## config.mk

```make
export PLATFORM = sky130hd
export DESIGN_NAME = mod_n_slot_scheduler_flat
export DESIGN_NICKNAME = d
export VERILOG_FILES = /design/src/rtl/mod_n_slot_scheduler_pkg.sv /design/src/rtl/mod_n_slot_scheduler_if.sv /design/src/rtl/mod_n_slot_scheduler_slot_ptr_mod_n.sv /design/src/rtl/mod_n_slot_scheduler.sv /design/src/flat_wrapper.sv
export SDC_FILE = /design/constraint.sdc
export NUM_CORES = 1
export LEC_CHECK = 0
export CORE_MARGIN = 2
export CORE_UTILIZATION = 56
export CTS_CLUSTER_SIZE = 40
export DETAILED_ROUTE_END_ITERATION = 7
export DONT_BUFFER_PORTS = 1
export PLACE_DENSITY = 0.78
export SYNTH_ARGS = -nofsm -noshare
export SYNTH_HDL_FRONTEND = slang
export SYNTH_SLANG_ARGS = --single-unit
```

## constraint.sdc

```tcl
create_clock -name clk -period 2.27 [get_ports clk]
set_input_delay 0.227 -clock clk [delete_from_list [all_inputs] [get_ports clk]]
set_output_delay 0.227 -clock clk [all_outputs]
set_load 0.01 [all_outputs]
```

## src/rtl/mod_n_slot_scheduler_pkg.sv

```systemverilog
`default_nettype none
// ============================================================================
//  Module      : mod_n_sched_pkg
//  Description : Shared types and helpers for the mod-N slot scheduler:
//                FSM state encoding and pointer-width helper.
//  Revision    : 1.0 - initial release
// ============================================================================
package mod_n_sched_pkg;

    // Scheduler states; explicit 2-bit encoding.
    typedef enum logic [1:0] {
        ST_IDLE  = 2'd0,
        ST_SCAN  = 2'd1,
        ST_GRANT = 2'd2,
        ST_GAP   = 2'd3
    } sched_state_e;

    localparam int C_N_REQ_DEFAULT   = 4;
    localparam int C_DWELL_W_DEFAULT = 8;

    // Slot pointer width; never narrower than one bit.
    function automatic int ptr_width(input int n);
        return (n <= 2) ? 1 : $clog2(n);
    endfunction

endpackage : mod_n_sched_pkg
`default_nettype wire

```

## src/rtl/mod_n_slot_scheduler_if.sv

```systemverilog
`default_nettype none
// ============================================================================
//  Module      : mod_n_sched_if
//  Description : Requester-side bus of the slot scheduler. The master drives
//                control, mask, dwell and requests; the slave (scheduler)
//                returns grant, pointer index, busy and frame marker.
//                The early-release input is called slot_release because
//                "release" is a reserved word in SystemVerilog.
//  Revision    : 1.0 - initial release
// ============================================================================
interface mod_n_sched_if
    import mod_n_sched_pkg::*;
#(
    parameter int N_REQ   = C_N_REQ_DEFAULT,
    parameter int DWELL_W = C_DWELL_W_DEFAULT
);
    localparam int PTR_W = ptr_width(N_REQ);

    logic                start;
    logic                stop;
    logic [N_REQ-1:0]    slot_mask;
    logic [DWELL_W-1:0]  dwell;
    logic [N_REQ-1:0]    req;
    logic                slot_release;
    logic [N_REQ-1:0]    grant;
    logic [PTR_W-1:0]    grant_id;
    logic                busy;
    logic                frame_done;

    modport master (
        output start, stop, slot_mask, dwell, req, slot_release,
        input  grant, grant_id, busy, frame_done
    );

    modport slave (
        input  start, stop, slot_mask, dwell, req, slot_release,
        output grant, grant_id, busy, frame_done
    );

endinterface : mod_n_sched_if
`default_nettype wire

```

## src/rtl/mod_n_slot_scheduler_slot_ptr_mod_n.sv

```systemverilog
`default_nettype none
// ============================================================================
//  Module      : slot_ptr_mod_n
//  Description : Synchronous-reset wrapping mod-N slot pointer. clr has
//                priority over inc. wrap is a registered one-cycle pulse that
//                appears together with the pointer returning to 0.
//  Revision    : 1.0 - initial release
// ============================================================================
module slot_ptr_mod_n
    import mod_n_sched_pkg::*;
#(
    parameter int N_REQ = C_N_REQ_DEFAULT
) (
    input  wire logic                       clk,
    input  wire logic                       reset,
    input  wire logic                       clr,
    input  wire logic                       inc,
    output logic [ptr_width(N_REQ)-1:0]     ptr,
    output logic                            wrap
);
    localparam int               PTR_W  = ptr_width(N_REQ);
    // Explicit terminal compare so non-power-of-2 N_REQ never aliases.
    localparam logic [PTR_W-1:0] C_LAST = PTR_W'(N_REQ - 1);

    logic [PTR_W-1:0] ptr_q, ptr_d;
    logic             wrap_q, wrap_d;

    // Next pointer value and wrap detection.
    always_comb begin
        ptr_d  = ptr_q;
        wrap_d = 1'b0;
        if (clr) begin
            ptr_d = '0;
        end else if (inc) begin
            if (ptr_q == C_LAST) begin
                ptr_d  = '0;
                wrap_d = 1'b1;
            end else begin
                ptr_d = ptr_q + PTR_W'(1);
            end
        end
    end

    // Pointer and wrap registers.
    always_ff @(posedge clk) begin
        if (reset) begin
            ptr_q  <= '0;
            wrap_q <= 1'b0;
        end else begin
            ptr_q  <= ptr_d;
            wrap_q <= wrap_d;
        end
    end

    assign ptr  = ptr_q;
    assign wrap = wrap_q;

endmodule : slot_ptr_mod_n
`default_nettype wire

```

## src/rtl/mod_n_slot_scheduler.sv

```systemverilog
`default_nettype none
// ============================================================================
//  Module      : mod_n_slot_scheduler
//  Description : Time-division scheduler sharing one resource among N_REQ
//                requesters. A mod-N pointer visits each slot; an enabled,
//                requesting slot gets a one-hot grant for up to dwell cycles,
//                followed by a one-cycle break-before-make gap.
//  Revision    : 1.0 - initial release
// ============================================================================
module mod_n_slot_scheduler
    import mod_n_sched_pkg::*;
#(
    parameter int N_REQ   = C_N_REQ_DEFAULT,
    parameter int DWELL_W = C_DWELL_W_DEFAULT
) (
    input  wire logic     clk,
    input  wire logic     reset,
    mod_n_sched_if.slave  bus
);
    localparam int                 PTR_W   = ptr_width(N_REQ);
    localparam logic [N_REQ-1:0]   C_ONE   = N_REQ'(1);
    localparam logic [DWELL_W-1:0] C_DW_1  = DWELL_W'(1);

    sched_state_e       state_q, state_d;
    logic [N_REQ-1:0]   mask_q,  mask_d;
    logic [DWELL_W-1:0] dwell_q, dwell_d;
    logic [DWELL_W-1:0] timer_q, timer_d;
    logic [N_REQ-1:0]   grant_q, grant_d;
    logic               busy_q,  busy_d;

    logic               ptr_clr;
    logic               ptr_inc;
    logic [PTR_W-1:0]   ptr;
    logic               ptr_wrap;

    // Slot currently under the pointer is both enabled and requesting.
    logic               slot_hit;
    assign slot_hit = mask_q[ptr] & bus.req[ptr];

    slot_ptr_mod_n #(
        .N_REQ (N_REQ)
    ) u_slot_ptr (
        .clk   (clk),
        .reset (reset),
        .clr   (ptr_clr),
        .inc   (ptr_inc),
        .ptr   (ptr),
        .wrap  (ptr_wrap)
    );

    // FSM next-state, capture, dwell timer and grant decode.
    always_comb begin
        state_d = state_q;
        mask_d  = mask_q;
        dwell_d = dwell_q;
        timer_d = timer_q;
        grant_d = grant_q;
        busy_d  = busy_q;
        ptr_clr = 1'b0;
        ptr_inc = 1'b0;

        if (state_q != ST_IDLE && bus.stop) begin
            // Abort: no pointer step, so no frame marker either.
            state_d = ST_IDLE;
            grant_d = '0;
            busy_d  = 1'b0;
            timer_d = '0;
            ptr_clr = 1'b1;
        end else begin
            case (state_q)
                ST_IDLE: begin
                    if (bus.start && !bus.stop) begin
                        mask_d  = bus.slot_mask;
                        dwell_d = (bus.dwell == '0) ? C_DW_1 : bus.dwell;
                        ptr_clr = 1'b1;
                        busy_d  = 1'b1;
                        state_d = ST_SCAN;
                    end
                end
                ST_SCAN: begin
                    if (slot_hit) begin
                        grant_d = C_ONE << ptr;
                        timer_d = dwell_q - C_DW_1;
                        state_d = ST_GRANT;
                    end else begin
                        ptr_inc = 1'b1;
                    end
                end
                ST_GRANT: begin
                    if (timer_q == '0 || bus.slot_release || !bus.req[ptr]) begin
                        grant_d = '0;
                        state_d = ST_GAP;
                    end else begin
                        timer_d = timer_q - C_DW_1;
                    end
                end
                ST_GAP: begin
                    ptr_inc = 1'b1;
                    state_d = ST_SCAN;
                end
                default: begin
                    state_d = ST_IDLE;
                    grant_d = '0;
                    busy_d  = 1'b0;
                end
            endcase
        end
    end

    // FSM and datapath registers.
    always_ff @(posedge clk) begin
        if (reset) begin
            state_q <= ST_IDLE;
            mask_q  <= '0;
            dwell_q <= '0;
            timer_q <= '0;
            grant_q <= '0;
            busy_q  <= 1'b0;
        end else begin
            state_q <= state_d;
            mask_q  <= mask_d;
            dwell_q <= dwell_d;
            timer_q <= timer_d;
            grant_q <= grant_d;
            busy_q  <= busy_d;
        end
    end

    assign bus.grant      = grant_q;
    assign bus.grant_id   = ptr;
    assign bus.busy       = busy_q;
    assign bus.frame_done = ptr_wrap;

endmodule : mod_n_slot_scheduler
`default_nettype wire

```

## src/flat_wrapper.sv

```systemverilog
// flat-port wrapper written by rule: the top's interface ports become plain ports
module mod_n_slot_scheduler_flat import mod_n_sched_pkg::*;
#(
    parameter int N_REQ   = C_N_REQ_DEFAULT,
    parameter int DWELL_W = C_DWELL_W_DEFAULT
)
  (clk, reset, bus_start, bus_stop, bus_slot_mask, bus_dwell, bus_req, bus_slot_release, bus_grant, bus_grant_id, bus_busy, bus_frame_done);
  mod_n_sched_if #(.N_REQ(N_REQ), .DWELL_W(DWELL_W)) bus_i ();
  input  wire logic clk;
  input  wire logic reset;
  input wire logic [$bits(bus_i.start)-1:0] bus_start;
  input wire logic [$bits(bus_i.stop)-1:0] bus_stop;
  input wire logic [$bits(bus_i.slot_mask)-1:0] bus_slot_mask;
  input wire logic [$bits(bus_i.dwell)-1:0] bus_dwell;
  input wire logic [$bits(bus_i.req)-1:0] bus_req;
  input wire logic [$bits(bus_i.slot_release)-1:0] bus_slot_release;
  output wire logic [$bits(bus_i.grant)-1:0] bus_grant;
  output wire logic [$bits(bus_i.grant_id)-1:0] bus_grant_id;
  output wire logic [$bits(bus_i.busy)-1:0] bus_busy;
  output wire logic [$bits(bus_i.frame_done)-1:0] bus_frame_done;
  assign bus_i.start = bus_start;
  assign bus_i.stop = bus_stop;
  assign bus_i.slot_mask = bus_slot_mask;
  assign bus_i.dwell = bus_dwell;
  assign bus_i.req = bus_req;
  assign bus_i.slot_release = bus_slot_release;
  assign bus_grant = bus_i.grant;
  assign bus_grant_id = bus_i.grant_id;
  assign bus_busy = bus_i.busy;
  assign bus_frame_done = bus_i.frame_done;
  mod_n_slot_scheduler #(.N_REQ(N_REQ), .DWELL_W(DWELL_W)) u_core (.clk(clk), .reset(reset), .bus(bus_i));
endmodule
```

# After elaboration in Yosys (flattened, before gate mapping)
# Cells that the tools add are included.
[word_totals] word_cells=66 out_inout_bits=8 reg_bits=30
[classes] order_cmp=1 shift=1 addsub=3 reduce_logical=19 muxes=23 n_eq_ne=8 n_bitwise=3
[ops] op="8-bit 2-to-1 mux" count=3
[ops] op="8-bit zero test" count=2
[ops] op="8-bit one-hot mux with 2 select lines" count=1
[ops] op="8-bit by 1-bit subtractor with 8-bit output (second input constant)" count=2
[ops] op="3-bit AND reduction" count=4
[ops] op="1-bit 2-to-1 mux" count=8
[ops] op="2-bit 2-to-1 mux" count=4
[ops] op="4-bit 2-to-1 mux" count=2
[ops] op="2-bit one-hot mux with 4 select lines" count=1
[ops] op="4-bit one-hot mux with 2 select lines" count=1
[ops] op="2-bit equality test (second input constant)" count=3
[ops] op="2-bit by 1-bit inequality test with 1-bit output (second input constant)" count=3
[ops] op="1-bit binary-select mux with 2-bit select" count=2
[ops] op="2-bit nonzero test" count=2
[ops] op="2-bit OR reduction" count=2
[ops] op="1-bit by 2-bit << shifter with 4-bit output (first input constant)" count=1
[ops] op="2-bit by 3-bit less-than comparator with 1-bit output (second input constant)" count=1
[ops] op="3-bit OR reduction" count=1
[ops] op="2-bit by 1-bit adder with 2-bit output (second input constant)" count=1
[ops] op="2-bit by 1-bit equality test with 1-bit output (second input constant)" count=1
[ops] op="1-bit logical AND" count=2
[ops] op="1-bit zero test" count=2
[ops] op="2-bit zero test" count=1
[ops] op="1-bit logical OR" count=2
[ops] op="other kinds (5)" count=6

# Logic depth before layout (Yosys ltp)
# Gate-level depths: netlist of run 1.
[logic_depth] depth_word=8 mapped_depth=11

# Cells and area by module
# A second synthesis of run 1 with hierarchy kept.
[hier_totals] cells_unflattened=185 hier_area_um2=1601.5
[by_module_without_submodules] module="mod_n_slot_scheduler" seq_area_each_um2=540.5 area_per_inst_um2=1477.7 cells_each=174 n_inst=1
[by_module_without_submodules] module="slot_ptr_mod_n" seq_area_each_um2=60.1 area_per_inst_um2=123.9 cells_each=11 n_inst=1

# Worst setup path after synthesis of run 1
# Ideal clock, no wire load.
[synth_path] path_type="flip-flop to flip-flop" startpoint="register u_core.state_q[0]" endpoint="register u_core.timer_q[2]" required_ns=2.130 setup_ns=0.140 period_less_slack_ns=2.162 t_arrival_ns=2.022 slack_ns=0.108 path_stages_with_launch=11 path_cell_list="dfxtp_1 inv_1 ha_1 buf_6 buf_2 clkbuf_1 mux2i_1 ha_1 inv_1 a2111oi_1 a2111oi_2"
[synth_between] elab_chain_cells=3 elab_cells_between_ends=10
[synth_rtl] element="from (decl)" line="mod_n_slot_scheduler.sv:24" rtl="sched_state_e state_q, state_d;"
[synth_rtl] element="from (signal assigned)" line="mod_n_slot_scheduler.sv:120" rtl="state_q <= state_d;"
[synth_rtl] element="2-bit equality test (tied with other cells)" line="mod_n_slot_scheduler.sv:70" rtl="case (state_q)"
[synth_rtl] element="2-bit inequality test (no line) (tied with other cells)"
[synth_rtl] element="3-bit AND reduction (no line) / 2-bit OR reduction (equally long branches)"
[synth_rtl] element="to (signal assigned)" line="mod_n_slot_scheduler.sv:123" rtl="timer_q <= timer_d;"
[synth_rtl] element="to (decl)" line="mod_n_slot_scheduler.sv:27" rtl="logic [DWELL_W-1:0] timer_q, timer_d;"
# Several ways; a longest one is shown, not always the timed one.
# A chain may end at the register's enable or synchronous reset.

# Final worst setup path of run 1
[layout_path] startpoint="register u_core.state_q[0]" endpoint="register u_core.timer_q[5]"
# Same word-level chain as after synthesis.

==> results of run 1 <==
==> layout by cell type (no fill, tap or decap), drive strengths merged, types with 2 or more instances in the layout <==
master,n
a21oi,24
o31ai,3
a211oi,3
and2,2
nor2b,4
clkbuf,6
a21o,3
nor3b,2
nor2,11
nand3,5
nor4,2
inv,6
mux4,2
nand4b,4
buf,7
nor3,7
ha,10
nand2b,4
or4,3
mux2i,7
dfxtp,30
o21ai,6
or3,2
nand2,33
a2111oi,2
==> per-layer routing <==
layer,GRT usage (%),up-vias,share of wire [%]
li1,-,714,-
met1,31.0,674,48
met2,35.1,52,45
met3,8.08,4,6.9
met4,8.77,0,0.65
met5,0,-,0
==> metrics by stage <==
step	hold slack (ns)	cell area (sq um)	utilization, %	instances	power, uW
global placement	0.297	1740	61.6	226	1700
global route	0.00518	1840	65.1	234	2350
detailed placement	0.299	1740	61.6	226	1740
floorplan	0.296	1700	-	196	1530
CTS	0.0232	1830	64.8	234	2180
finish	0.0308	1840	65.1	234	2190
==> sequential cells by signal, indices dropped and copies added (netlist names) <==
name,count
u_core.state_q,2
u_core.bus.busy,1
u_core.u_slot_ptr.wrap,1
u_core.u_slot_ptr.ptr,2
u_core.timer_q,8
u_core.dwell_q,8
u_core.bus.grant,4
u_core.mask_q,4
==> repair_timing <==
item                                    in CTS  in global routing
hold buffers                                 1                  0
hold endpoints to repair                    13                  0
resized for setup                            0                  3
endpoints found under the setup margin       0                  2
==> power groups by stage <==
stage                     Sequential (uW)  Clock (uW)  Combinational (uW)
final                                 763         434                 989
after global routing                  781         476                1100
after CTS                             759         441                 978
after detailed placement              771           0                 969
after global placement                763           0                 933
after floorplan                       742           0                 792
==> cells by family after synthesis <==
| group | Yosys count | synth area share, % |
|---|---|---|
| simple gates | 83 | 25.3 |
| compound gates | 48 | 19.7 |
| flops | 30 | 35.4 |
| buf+inv | 14 | 4.05 |
| mux | 10 | 7.66 |
| fa+ha+maj | 10 | 7.37 |
| xor+xnor | 1 | 0.516 |
==> worst max path at each step <==
stage,startpoint,end,slack (ns),depth (start not counted)
floorplan,u_core.state_q[0]$_SDFFE_PP0P_,u_core.timer_q[2]$_SDFFE_PP0P_,0.11,10
global placement,u_core.state_q[0]$_SDFFE_PP0P_,u_core.timer_q[5]$_SDFFE_PP0P_,0.22,7
detailed placement,u_core.state_q[0]$_SDFFE_PP0P_,u_core.timer_q[5]$_SDFFE_PP0P_,0.15,7
CTS,u_core.state_q[0]$_SDFFE_PP0P_,u_core.timer_q[5]$_SDFFE_PP0P_,0.11,7
global route,u_core.state_q[0]$_SDFFE_PP0P_,u_core.timer_q[4]$_SDFFE_PP0P_,0.03,9
finish,u_core.state_q[0]$_SDFFE_PP0P_,u_core.timer_q[5]$_SDFFE_PP0P_,0.16,7
==> area by class of cell <==
class	count	area share, %
clock inverter	1	1.63
clock buffer	6	2.79
timing repair buffer	8	3.40
multi-input combinational	152	56.2
inverter	6	1.22
sequential	30	32.7
tap	31	2.11
==> impl_metrics.json, run 1 <==
{
  "ff_latch_area_sq_um": 602,
  "drtIter0Drc": 109,
  "multi_input_area_sq_um": 1030,
  "clk_latency_ns": 0.32,
  "yosysSeqAreaShare_pct": 35.4,
  "pwr-share-comb_pct": 45.3,
  "setup_violations": 0,
  "hp-start": "bus_slot_mask[0]",
  "area_delta_synth_final_pct": 8.40,
  "yosys.area.top_type": "dfxtp_1",
  "r2r_end": "u_core.timer_q[5]$_SDFFE_PP0P_",
  "fin_ws_ns": 0.158,
  "critPathLaunchType": "flip-flop",
  "rr_startpoint": "u_core.state_q[0]$_SDFFE_PP0P_",
  "holdPathEnd": "u_core.mask_q[0]$_SDFFE_PP0P_",
  "internal_power_uw": 1330,
  "power_density_nw_per_um2": 1190,
  "synth_cells": 196,
  "crit_slowest_cell": "or4_4",
  "r2r_cells": 7,
  "hpwl_um": 2720,
  "floorplan.initialDensity_pct": 60.0,
  "avgSynthCellArea_sq_um": 8.66,
  "die-area_sq_um": 3490,
  "fillers": 238,
  "cpPeakStageDelay_ns": 0.45,
  "cts.sinks": 30,
  "fin_crit_sh_pct": 93.0,
  "dp_slack_ns": 0.150,
  "synth-seq-cells": 30,
  "drc": 0,
  "ctsLongestPathBuffers": 2,
  "cts-buffers-inserted": 5,
  "skew_ns": 0.00275,
  "grt_pass1_wl_um": 6070,
  "dr.pass1.iters": 4,
  "p_switching_uw": 855,
  "cts.root.buffer_cell": "clkbuf_4",
  "cp_num_buf_inv": 1,
  "portBuffers": 0,
  "die_h_um": 59.1,
  "antenna_found_initial": 0,
  "synth_most_common_cell": "nand2_1",
  "synth-main-ff-cell": "dfxtp_1",
  "synth_area_sq_um": 1700,
  "worstPathRequired_ns": 2.54,
  "cts_setup_buffers": 0,
  "maxCapViolCount": 0,
  "vdd_drop_max_uv": 608,
  "rsz0062_at_grt": "false",
  "worstSetupPathType": "reg -> reg",
  "wl_per_cell_um": 15.1,
  "synth_edf_count": 0,
  "syn_nets": 227,
  "ant_nets": 0,
  "num_vias": 1444,
  "cp-end-kind": "flip-flop",
  "seqPwrFrac_pct": 34.9,
  "die_w_um": 59.1,
  "crit_fanout": 5,
  "max_freq_mhz": 473,
  "min_period_ns": 2.11,
  "netlist.area_leader.share_pct": 35.4,
  "yosys-top-cells-area": "dfxtp_1 35%, ha_1 7.4%, nand2_1 7.3%",
  "core_sq_um": 2830,
  "htreeDepth": 2,
  "arrival_ns": 2.38,
  "clk_pin_slew_ns": 0.09,
  "min_path_type": "in -> reg",
  "antenna_cells": 0,
  "place_congestion": 0.793,
  "drive_gt1_share_pct": 14.3,
  "p_leak_uw": 0.000680,
  "vias_per_cell": 6.17,
  "grt_pass1_vias": 1392,
  "wl_um": 3540,
  "hold_viol": 0,
  "grt.overflow.total": 0,
  "sw_frac_of_total_pct": 39.1,
  "track_usage_pct": 23.4,
  "cp_top_family": "simple AND/OR/NAND/NOR gates",
  "tns_ns": 0,
  "r2r_slack_ns": 0.16,
  "num_rows": 19,
  "crit_chain": "inv_1 -> ha_2 -> or4_4 -> or4_4 -> a21o_1 -> a21o_1 -> a21oi_2",
  "power.share.clock_pct": 19.8,
  "yosysUniqueCellTypes": 46,
  "drv_slew": 0,
  "boundaryPins": 29,
  "tritoncts": "built",
  "max_slew_margin_pct": 62.4,
  "nets": 234,
  "whs_path_depth": 2,
  "grt_max_degree": 16,
  "ys_top_cells_by_count": "33 x nand2_1, 30 x dfxtp_1, 23 x a21oi_1",
  "yosysWarnings": 0,
  "worst_pin_slew_ns": 0.557,
  "async_flop_share_pct": 0,
  "status": "complete, no violations"
}
No activity file was read; power rests on OpenSTA's default activity.
==> run 2: changes to the inputs <==
--- a/config.mk
+++ b/config.mk
@@ -11,6 +11,7 @@
 export DETAILED_ROUTE_END_ITERATION = 7
 export DONT_BUFFER_PORTS = 1
 export PLACE_DENSITY = 0.78
+export SKIP_CTS_REPAIR_TIMING = 1
 export SYNTH_ARGS = -nofsm -noshare
 export SYNTH_HDL_FRONTEND = slang
 export SYNTH_SLANG_ARGS = --single-unit
==> run 2 against run 1 <==
  * Count of clock-buffer cells in the layout unchanged
  * Clock power about the same
  * Critical path depth unchanged
  * Worst hold slack worse by 0.00064 ns
  * Non-clock buffer count unchanged
  * Clock skew up 0.0026 ns
  * Final cell count unchanged
  * Global-route usage down 0.091 points
  * Flip-flop and latch count unchanged
  * Largest power group unchanged
==> impl_metrics.json, run 2 (synthesis results as in run 1) <==
{
  "cts.root.buffer_cell": "clkbuf_4",
  "min_period_ns": 2.12,
  "ant_nets": 0,
  "drv_slew": 0,
  "cp-end-kind": "flip-flop",
  "power_uw": 2190,
  "critPathLaunchType": "flip-flop",
  "fin_crit_sh_pct": 93.2,
  "grt.overflow.total": 0,
  "track_usage_pct": 23.3,
  "worst_pin_slew_ns": 0.559,
  "drtIter0Drc": 108,
  "die_h_um": 59.1,
  "hold_viol": 0,
  "use_met1_pct": 31.0,
  "tritoncts": "built",
  "grt_pass1_wl_um": 6040,
  "grtUsageMet3_pct": 7.86,
  "vdd_drop_max_uv": 609,
  "hpwl_um": 2720,
  "antenna_found_initial": 0,
  "clk_latency_ns": 0.33,
  "fillers": 238,
  "floorplan.initialDensity_pct": 60.0,
  "htreeDepth": 2,
  "ff_latch_area_sq_um": 602,
  "place_congestion": 0.793,
  "vias_per_cell": 6.15,
  "max_slew_margin_pct": 62.2,
  "grtUsageMet2_pct": 34.9,
  "rsz0062_at_grt": "false",
  "drive_gt1_share_pct": 14.3,
  "portBuffers": 0,
  "power_density_nw_per_um2": 1190,
  "grt-busiest-layer": "met2",
  "cts-buffers-inserted": 5,
  "arrival_ns": 2.38,
  "nets": 234,
  "final_cells": 234,
  "p_leak_uw": 0.000680,
  "tns_ns": 0,
  "maxCapViolCount": 0,
  "setup_violations": 0,
  "clk_pin_slew_ns": 0.09,
  "design_area_sq_um": 1840,
  "dp_cells": 226,
  "drc": 0,
  "place_area_sq_um": 1740,
  "crit_fanout": 5,
  "reg.largest.list": "u_core.dwell_q: 8 flops, u_core.timer_q: 8 flops",
  "die-area_sq_um": 3490,
  "grt_pass1_vias": 1391,
  "grt_max_degree": 16,
  "cts.sinks": 30,
  "antenna_cells": 0,
  "multi_input_area_sq_um": 1030,
  "core_sq_um": 2830,
  "boundaryPins": 29,
  "min_path_type": "in -> reg",
  "worstSetupPathType": "reg -> reg",
  "die_w_um": 59.1,
  "wl_per_cell_um": 15.2,
  "num_vias": 1440,
  "dr.pass1.iters": 4,
  "wl_um": 3560,
  "area_delta_synth_final_pct": 8.40,
  "skew_ns": 0.00532,
  "final_common_cell": "nand2_1",
  "max_freq_mhz": 473,
  "num_rows": 19,
  "status": "complete, no violations",
  "layout_common_cells": "33 x nand2_1, 29 x dfxtp_1, 23 x a21oi_1, 11 x nor2_1, 8 x ha_1",
  "ctsLongestPathBuffers": 2,
  "worstPathRequired_ns": 2.54
}
[run 2: cell counts in the layout (fill, tap and decap cells not counted)]
No cell type changed its count.
[run 2: layer usage]
layer	vias to the layer above	part of all wire [%]
met2	49	45
met4	0	0.65
met5	-	0
li1	714	-
met1	673	48
met3	4	6.5
[run 2: layout make-up]
class | count | share of cell area [%]
Multi-Input combinational cell | 152 | 56.2
Clock inverter | 1 | 1.63
Inverter | 6 | 1.22
Tap cell | 31 | 2.11
Sequential cell | 30 | 32.7
Timing Repair Buffer | 8 | 3.40
Clock buffer | 6 | 2.79
[run 2: worst paths after layout]
path | from | to | slack [ns] | cells after the start
worst max register to register | u_core.state_q[0]$_SDFFE_PP0P_ | u_core.timer_q[5]$_SDFFE_PP0P_ | 0.15 | 7
worst max-delay path | u_core.state_q[0]$_SDFFE_PP0P_ | u_core.timer_q[5]$_SDFFE_PP0P_ | 0.15 | 7
worst min-delay path | bus_slot_mask[0] | u_core.mask_q[0]$_SDFFE_PP0P_ | 0.03 | 2
worst min register to register | u_core.mask_q[0]$_SDFFE_PP0P_ | u_core.mask_q[0]$_SDFFE_PP0P_ | 0.46 | 2
[run 2: stage by stage]
step                worst slack, ns  utilization, %  hold slack, ns
floorplan                     0.108               -           0.296
global placement              0.225            61.6           0.297
detailed placement            0.150            61.6           0.299
CTS                           0.109            64.5         -0.0535
global route                 0.0285            65.1         0.00518
finish                        0.154            65.1          0.0302
[run 2: power by group]
| group | internal (uW) | switching (uW) | leakage [uW] | total (uW) |
|---|---|---|---|---|
| clock | 256 | 180 | 0.0000443 | 437 |
| combinational | 437 | 552 | 0.000391 | 989 |
| sequential | 638 | 126 | 0.000245 | 764 |
| total | 1330 | 858 | 0.000680 | 2190 |
[run 2: worst max-delay path, cell delays in order (launching register included)]
cell     delay (ns)
dfxtp_1        0.38
inv_1          0.07
ha_2           0.21
or4_4          0.44
or4_4          0.45
a21o_1         0.20
a21o_1         0.19
a21oi_2        0.12
